File: src/rtl/radar_period_stats.sv
// radar_period_stats: windowed ARP period, ACP-per-turn and TRIG period averaging with per-channel
// stability flags. Define RADAR_STATS_LOS_EN to add loss-of-signal detection (RADAR_LOS).

module radar_period_chan #(
    parameter int DATA_WIDTH = 32,
    parameter int AVG_LOG2   = 2,
    parameter int TOL        = 2
) (
    input  logic                  clk,
    input  logic                  rst_n,
    input  logic                  ev,
    input  logic                  inc,
    input  logic                  los_hit,
    output logic                  cal,
    output logic [DATA_WIDTH-1:0] avg
);
    localparam int DEPTH = 1 << AVG_LOG2;
    localparam int SW    = DATA_WIDTH + AVG_LOG2;
    localparam logic [DATA_WIDTH-1:0] CNT_MAX   = '1;
    localparam logic [AVG_LOG2:0]     FILL_FULL = (AVG_LOG2 + 1)'(DEPTH);
    localparam logic [DATA_WIDTH:0]   TOL_W     = (DATA_WIDTH + 1)'(TOL);

    logic [DATA_WIDTH-1:0]            cnt_q, cnt_d;
    logic                             armed_q, armed_d;
    logic [DEPTH-1:0][DATA_WIDTH-1:0] win_q, win_d;
    logic [AVG_LOG2-1:0]              wp_q, wp_d;
    logic [AVG_LOG2:0]                fill_q, fill_d;
    logic [SW-1:0]                    sum_q, sum_d;
    logic                             cal_q, cal_d;
    logic                             push;
    logic                             full;
    logic [DATA_WIDTH:0]              diff;

    assign avg = sum_q[SW-1:AVG_LOG2];
    assign cal = cal_q;

    always_comb begin
        push = ev && armed_q;
        full = (fill_q == FILL_FULL);
        // extra bit so the magnitude never underflows at full-scale values
        if (cnt_q >= avg) diff = {1'b0, cnt_q} - {1'b0, avg};
        else              diff = {1'b0, avg} - {1'b0, cnt_q};

        cnt_d   = cnt_q;
        armed_d = armed_q;
        win_d   = win_q;
        wp_d    = wp_q;
        fill_d  = fill_q;
        sum_d   = sum_q;
        cal_d   = cal_q;

        if (ev)                            cnt_d = {{(DATA_WIDTH-1){1'b0}}, inc};
        else if (inc && cnt_q != CNT_MAX)  cnt_d = cnt_q + 1'b1;

        if (ev) armed_d = 1'b1;

        if (push) begin
            win_d[wp_q] = cnt_q;
            wp_d        = wp_q + 1'b1;
            if (full) begin
                sum_d = sum_q + SW'(cnt_q) - SW'(win_q[wp_q]);
            end else begin
                sum_d  = sum_q + SW'(cnt_q);
                fill_d = fill_q + 1'b1;
            end
            cal_d = full && (diff <= TOL_W);
        end

        // stale window slots are harmless: fill restarts, so every slot is rewritten before reuse
        if (los_hit) begin
            cal_d   = 1'b0;
            fill_d  = '0;
            sum_d   = '0;
            armed_d = 1'b0;
        end
    end

    always_ff @(posedge clk) begin
        if (!rst_n) begin
            cnt_q   <= '0;
            armed_q <= 1'b0;
            win_q   <= '0;
            wp_q    <= '0;
            fill_q  <= '0;
            sum_q   <= '0;
            cal_q   <= 1'b0;
        end else begin
            cnt_q   <= cnt_d;
            armed_q <= armed_d;
            win_q   <= win_d;
            wp_q    <= wp_d;
            fill_q  <= fill_d;
            sum_q   <= sum_d;
            cal_q   <= cal_d;
        end
    end
endmodule

module radar_period_stats #(
    parameter int DATA_WIDTH  = 32,
    parameter int AVG_LOG2    = 2,
    parameter int ARP_TOL     = 2,
    parameter int ACP_TOL     = 2,
    parameter int TRIG_TOL    = 5
`ifdef RADAR_STATS_LOS_EN
    ,
    parameter int ARP_LOS_US  = 10000000,
    parameter int TRIG_LOS_US = 10000
`endif
) (
    input  logic                  S_AXIS_ACLK,
    input  logic                  S_AXIS_ARESETN,
    input  logic                  USEC_PE,
    input  logic                  RADAR_ARP_PE,
    input  logic                  RADAR_ACP_PE,
    input  logic                  RADAR_TRIG_PE,
    output logic                  CALIBRATED,
    output logic [2:0]            RADAR_CAL,
    output logic [2:0]            RADAR_LOS,
    output logic [DATA_WIDTH-1:0] RADAR_ARP_US,
    output logic [DATA_WIDTH-1:0] RADAR_ACP_CNT,
    output logic [DATA_WIDTH-1:0] RADAR_TRIG_US
);
    // channel order {TRIG, ACP, ARP}; ACP is counted per ARP turn
    logic [2:0]                 ev_w;
    logic [2:0]                 inc_w;
    logic [2:0]                 cal_w;
    logic [2:0]                 los_hit;
    logic [2:0][DATA_WIDTH-1:0] avg_w;
    logic [2:0][DATA_WIDTH-1:0] out_q, out_d;

    assign ev_w  = {RADAR_TRIG_PE, RADAR_ARP_PE, RADAR_ARP_PE};
    assign inc_w = {USEC_PE, RADAR_ACP_PE, USEC_PE};

    for (genvar g = 0; g < 3; g++) begin : g_chan
        localparam int TOL_G = (g == 0) ? ARP_TOL : (g == 1) ? ACP_TOL : TRIG_TOL;
        radar_period_chan #(
            .DATA_WIDTH (DATA_WIDTH),
            .AVG_LOG2   (AVG_LOG2),
            .TOL        (TOL_G)
        ) u_chan (
            .clk     (S_AXIS_ACLK),
            .rst_n   (S_AXIS_ARESETN),
            .ev      (ev_w[g]),
            .inc     (inc_w[g]),
            .los_hit (los_hit[g]),
            .cal     (cal_w[g]),
            .avg     (avg_w[g])
        );
    end

`ifdef RADAR_STATS_LOS_EN
    localparam int AIW = $clog2(ARP_LOS_US + 2);
    localparam int TIW = $clog2(TRIG_LOS_US + 2);

    logic [AIW-1:0] arp_idle_q, arp_idle_d;
    logic [TIW-1:0] trig_idle_q, trig_idle_d;
    logic [2:0]     los_q, los_d;
    logic           arp_dead, trig_dead;

    always_comb begin
        arp_dead  = (arp_idle_q == AIW'(ARP_LOS_US));
        trig_dead = (trig_idle_q == TIW'(TRIG_LOS_US));

        arp_idle_d = arp_idle_q;
        if (RADAR_ARP_PE)              arp_idle_d = '0;
        else if (USEC_PE && !arp_dead) arp_idle_d = arp_idle_q + 1'b1;

        trig_idle_d = trig_idle_q;
        if (RADAR_TRIG_PE)              trig_idle_d = '0;
        else if (USEC_PE && !trig_dead) trig_idle_d = trig_idle_q + 1'b1;

        // a channel event always wins over a coincident timeout
        los_d = los_q;
        if (RADAR_ARP_PE)  los_d[1:0] = 2'b00;
        else if (arp_dead) los_d[1:0] = 2'b11;
        if (RADAR_TRIG_PE)  los_d[2] = 1'b0;
        else if (trig_dead) los_d[2] = 1'b1;

        los_hit = {trig_dead && !RADAR_TRIG_PE,
                   arp_dead && !RADAR_ARP_PE,
                   arp_dead && !RADAR_ARP_PE};
    end

    always_ff @(posedge S_AXIS_ACLK) begin
        if (!S_AXIS_ARESETN) begin
            arp_idle_q  <= '0;
            trig_idle_q <= '0;
            los_q       <= '0;
        end else begin
            arp_idle_q  <= arp_idle_d;
            trig_idle_q <= trig_idle_d;
            los_q       <= los_d;
        end
    end

    assign RADAR_LOS = los_q;
`else
    assign los_hit   = 3'b000;
    assign RADAR_LOS = 3'b000;
`endif

    assign RADAR_CAL  = cal_w;
    assign CALIBRATED = &cal_w;

    always_comb begin
        out_d = out_q;
        if (CALIBRATED) out_d = avg_w;
    end

    always_ff @(posedge S_AXIS_ACLK) begin
        if (!S_AXIS_ARESETN) out_q <= '0;
        else                 out_q <= out_d;
    end

    assign RADAR_ARP_US  = out_q[0];
    assign RADAR_ACP_CNT = out_q[1];
    assign RADAR_TRIG_US = out_q[2];
endmodule
File: config.mk
export PLATFORM = sky130hd
export DESIGN_NAME = radar_period_stats
export DESIGN_NICKNAME = d
export VERILOG_FILES = /design/src/rtl/radar_period_stats.sv
export SDC_FILE = /design/constraint.sdc
export NUM_CORES = 2
export LEC_CHECK = 0
export BUFFER_PORTS_ARGS = -buffer_cell sky130_fd_sc_hd__buf_2
export CAP_MARGIN = 15
export CORE_MARGIN = 3
export CORE_UTILIZATION = 60
export DETAILED_ROUTE_END_ITERATION = 8
export HOLD_SLACK_MARGIN = 0.12
export PLACE_DENSITY = 0.75
export SYNTH_ARGS = -nofsm -noshare
export SYNTH_HDL_FRONTEND = slang
export SYNTH_SLANG_ARGS = --single-unit
File: constraint.sdc
create_clock -name S_AXIS_ACLK -period 8.93 [get_ports S_AXIS_ACLK]
set_input_delay 0.4465 -clock S_AXIS_ACLK [delete_from_list [all_inputs] [get_ports S_AXIS_ACLK]]
set_output_delay 0.4465 -clock S_AXIS_ACLK [all_outputs]
set_load 0.02 [all_outputs]
==> results by group <==
Run status
  • Outcome: complete, no violations

Worst hold path
  • Worst Hold Class: in -> reg

Power and ir drop
  • Leak: 20.6 nW
  • Clock Power Share: 0.413
  • Internal Pwr Total: 5.91 mW
  • Tot Pwr: 8.47 mW
  • Sequential share of power: 0.378
  • Switching share of total power: 0.303
  • PD cells: 163 nW/µm²
  • Logic pwr share: 0.209
  • NetSw: 2.56 mW
  • Max VDD drop: 0.131 mV

Cells and area
  • Nets: 6670
  • Leading cell type in the layout, fill and taps excluded: nand2_1
  • Layout area overhead: 6.96%
  • Most frequent cells in the layout: 1289 x nand2_1, 909 x a21oi_1, 694 x dfxtp_1
  • Fillers: 7046
  • Share of layout cells above drive strength 1: 0.0731

Timing
  • Max Fclk: 0.162 GHz
  • Final max-slew violation count: 0
  • Relative slew slack: 0.225
  • RSZ-0062 raised after global routing: no
  • Crit path time final: 6.18 ns
  • Skew final: 0.0233 ns
  • Setup_tns: 0 ns
  • Least-Margin Pin Slew: 1.13 ns
  • Period utilisation layout: 0.693
  • # setup viols final: 0
  • Final hold violation count: 0

GRT
  • Vias in the first global route: 43200
  • Grt total ovfl: 0
  • Largest net degree at the start of global routing: 209
  • Initial antenna violation count: 3
  • GRT Overall Usage: 0.334
  • First-pass GRT wire length: 233000 µm

Synth
  • Post-Syn Instances: 6408
  • Post-synth top area share: 0.287
  • Count of different cell masters after synthesis: 99
  • Seq cells post-synth: 698
  • Main area contributors after synthesis: dfxtp_1 29%, ha_1 10%, nand2_1 10%
  • Mapped Area: 48600 µm²
  • Synth Flop Type: dfxtp_1
  • Register area share after synthesis: 0.287
  • Synthesized area per cell: 7.59 µm²
  • Cell accounting for the most synthesized area: dfxtp_1
  • Ys async rst share: 0
  • Ys Warns: 0
  • Post-synth EDFFs: 0

Detailed routing
  • Vias: 45600
  • Iter 0 DRT Violations: 3990
  • Met3 Wirelength: 10000 µm
  • Number of remaining DRC errors: 0
  • Met2 Wirelength: 69000 µm
  • Vias/cell: 6.20
  • First-pass DRT Iterations: 8
  • Final ANT Viol Nets: 0
  • Top sig layer: met5
  • Met1 wire length: 61100 µm
  • Total wire length: 147000 µm
  • DR WL/cell: 20.0 µm

Clock tree
  • Post-CTS Setup Repair Bufs: 0
  • Post_cts resized: 0
  • Clk_lat worst skew: 0.66 ns
  • H-tree Lvls: 3
  • CTS root buf: clkbuf_16
  • Hold buffers post-CTS: 0
  • Total CTS buffers: 79
  • Clk sink count: 698
  • Max Root-Sink Buffers: 3
  • Reg clk slew, reported paths: 0.06 ns
  • CTS tree: done

Die
  • Die span in x: 291 µm
  • Die area: 84500 µm²
  • Die Y: 291 µm
  • # IOs: 109
  • Core Area: 79600 µm²
  • Starting Density: 0.611
  • # rows: 103

Worst setup path
  • Top cell family by delay on the critical path: compound AO/OA/AOI/OAI gates
  • Worst Setup Start Kind: register
  • Worst-path cell chain: ha_1 -> fa_1 -> a21o_1 -> a21oi_1 -> o21a_1 -> nor2_1 -> nor2_1 -> a31oi_1 -> o21ai_0 -> nand2b_1 -> a21oi_1 -> xnor2_1 -> ha_1 -> a21o_1 -> a2111oi_0 -> a31oi_1 -> a221oi_1 -> o21ai_1 -> o21ai_0 -> nand2_1 -> a211oi_1 -> nand2_1 -> o21ai_1 -> mux2i_1
  • Buf/Inv on CP: 0
  • Slowest stage delay, CP: 0.62 ns
  • Worst-path maximum fanout: 10
  • Critical path class: reg -> reg
  • Critical-path top delay cell: a221oi_1
  • Crit path DAT: 6.75 ns
  • CP required: 9.50 ns
  • Worst setup EP type: register

Placed design
  • Port Buffers: 105
  • Post-DP HPWL: 106000 µm
  • Routability-driven placement congestion ratio: 0.999

Run
  • Maxcap violations: 0
-- synthesized netlist by cell type, drive strengths merged (29+ instances only) --
cell type / n
nand2: 1303
a21oi: 913
dfxtp: 698
ha: 405
inv: 388
nor2: 372
clkbuf: 298
xnor2: 244
o21ai: 232
a21o: 173
a211oi: 115
nand3: 100
mux4: 96
xor2: 89
buf: 83
nor3: 80
nand4: 69
nand2b: 55
nor2b: 54
o21a: 52
a31oi: 50
and3: 47
o21bai: 46
a221oi: 35
mux2i: 29
-- sequential cells by signal, summed over array words and instances, names as in the netlist --
register,flops
g_chan.u_chan.cal,3
g_chan.u_chan.wp_q,6
g_chan.u_chan.sum_q,102
g_chan.u_chan.fill_q,9
RADAR_ARP_US,32
RADAR_ACP_CNT,32
g_chan.u_chan.cnt_q,96
g_chan.u_chan.armed_q,2
RADAR_TRIG_US,32
g_chan.u_chan.win_q,384
-- power by group through the flow --
stage / clock network [mW] / registers [mW] / logic (mW)
3_3_place_gp: 0 / 3.27 / 1.71
5_1_grt: 3.65 / 3.20 / 1.93
2_1_floorplan: 0 / 3.24 / 1.36
6_report: 3.50 / 3.20 / 1.77
4_1_cts: 3.53 / 3.20 / 1.73
3_5_place_dp: 0 / 3.27 / 1.72
-- worst reg2reg max path: stages (launching register included) --
cell and delay [ns]:
dfxtp_1 0.40, ha_1 0.27, fa_1 0.41, a21o_1 0.17, a21oi_1 0.26, o21a_1 0.19
nor2_1 0.06, nor2_1 0.26, a31oi_1 0.15, o21ai_0 0.17, nand2b_1 0.07, a21oi_1 0.17
xnor2_1 0.17, ha_1 0.31, a21o_1 0.20, a2111oi_0 0.38, a31oi_1 0.35, a221oi_1 0.62
o21ai_1 0.20, o21ai_0 0.26, nand2_1 0.16, a211oi_1 0.41, nand2_1 0.10, o21ai_1 0.16
mux2i_1 0.21
-- path summary, 6_finish.rpt --
path / end / depth (start not counted) / startpoint / slack [ns]
worst max-delay path: g_chan[0].u_chan.sum_q[33] / 24 / g_chan[0].u_chan.cnt_q[0] / 2.75
worst min-delay path: g_chan[2].u_chan.armed_q / 3 / RADAR_TRIG_PE / 0.21
worst max register to register: g_chan[0].u_chan.sum_q[33] / 24 / g_chan[0].u_chan.cnt_q[0] / 2.75
worst min register to register: RADAR_TRIG_US[13] / 2 / RADAR_TRIG_US[13] / 0.45
-- area by class of cell --
type | count | area (µm²) | share of cell area
clock inverters | 38 | 543 | 0.0104
diodes | 2 | 5.00 | 0.0000962
well taps | 1050 | 1310 | 0.0253
inverters | 388 | 1470 | 0.0282
repair buffers | 137 | 778 | 0.0150
flip-flops and latches | 698 | 14000 | 0.269
multi-input cells | 4943 | 31700 | 0.609
clock buffers | 102 | 2240 | 0.0430
-- routing by layer --
| layer | global-route usage | vias up |
|---|---|---|
| li1 | - | 21900 |
| met1 | 0.429 | 21500 |
| met2 | 0.564 | 1744 |
| met3 | 0.0433 | 407 |
| met4 | 0.146 | 2 |
| met5 | 0 | - |
-- kinds of logic after synthesis --
| family | Yosys count | synth area share |
|---|---|---|
| DFF | 698 | 0.287 |
| adders and majority gates | 417 | 0.109 |
| and+or+nand+nor | 2204 | 0.195 |
| xor gates and xnor gates | 333 | 0.0600 |
| other | 1 | 0.0000771 |
| muxes | 133 | 0.0526 |
| AOI/OAI and AO/OA | 1853 | 0.233 |
| buffers and inverters | 769 | 0.0625 |
-- per-stage QoR --
stage           util  instance area (µm²)  hold WS [ns]  worst slack, ns  std cells
4_1_cts        0.653                52000         0.173             2.89       7356
6_report       0.653                52000         0.215             2.75       7358
5_1_grt        0.653                52000         0.211             2.41       7356
2_1_floorplan      -                48600         0.433             3.88       6410
3_5_place_dp   0.618                49200         0.443             2.99       7216
3_3_place_gp   0.618                49200         0.438             3.08       7216
Note: power is estimated with default switching activity, not from simulation.
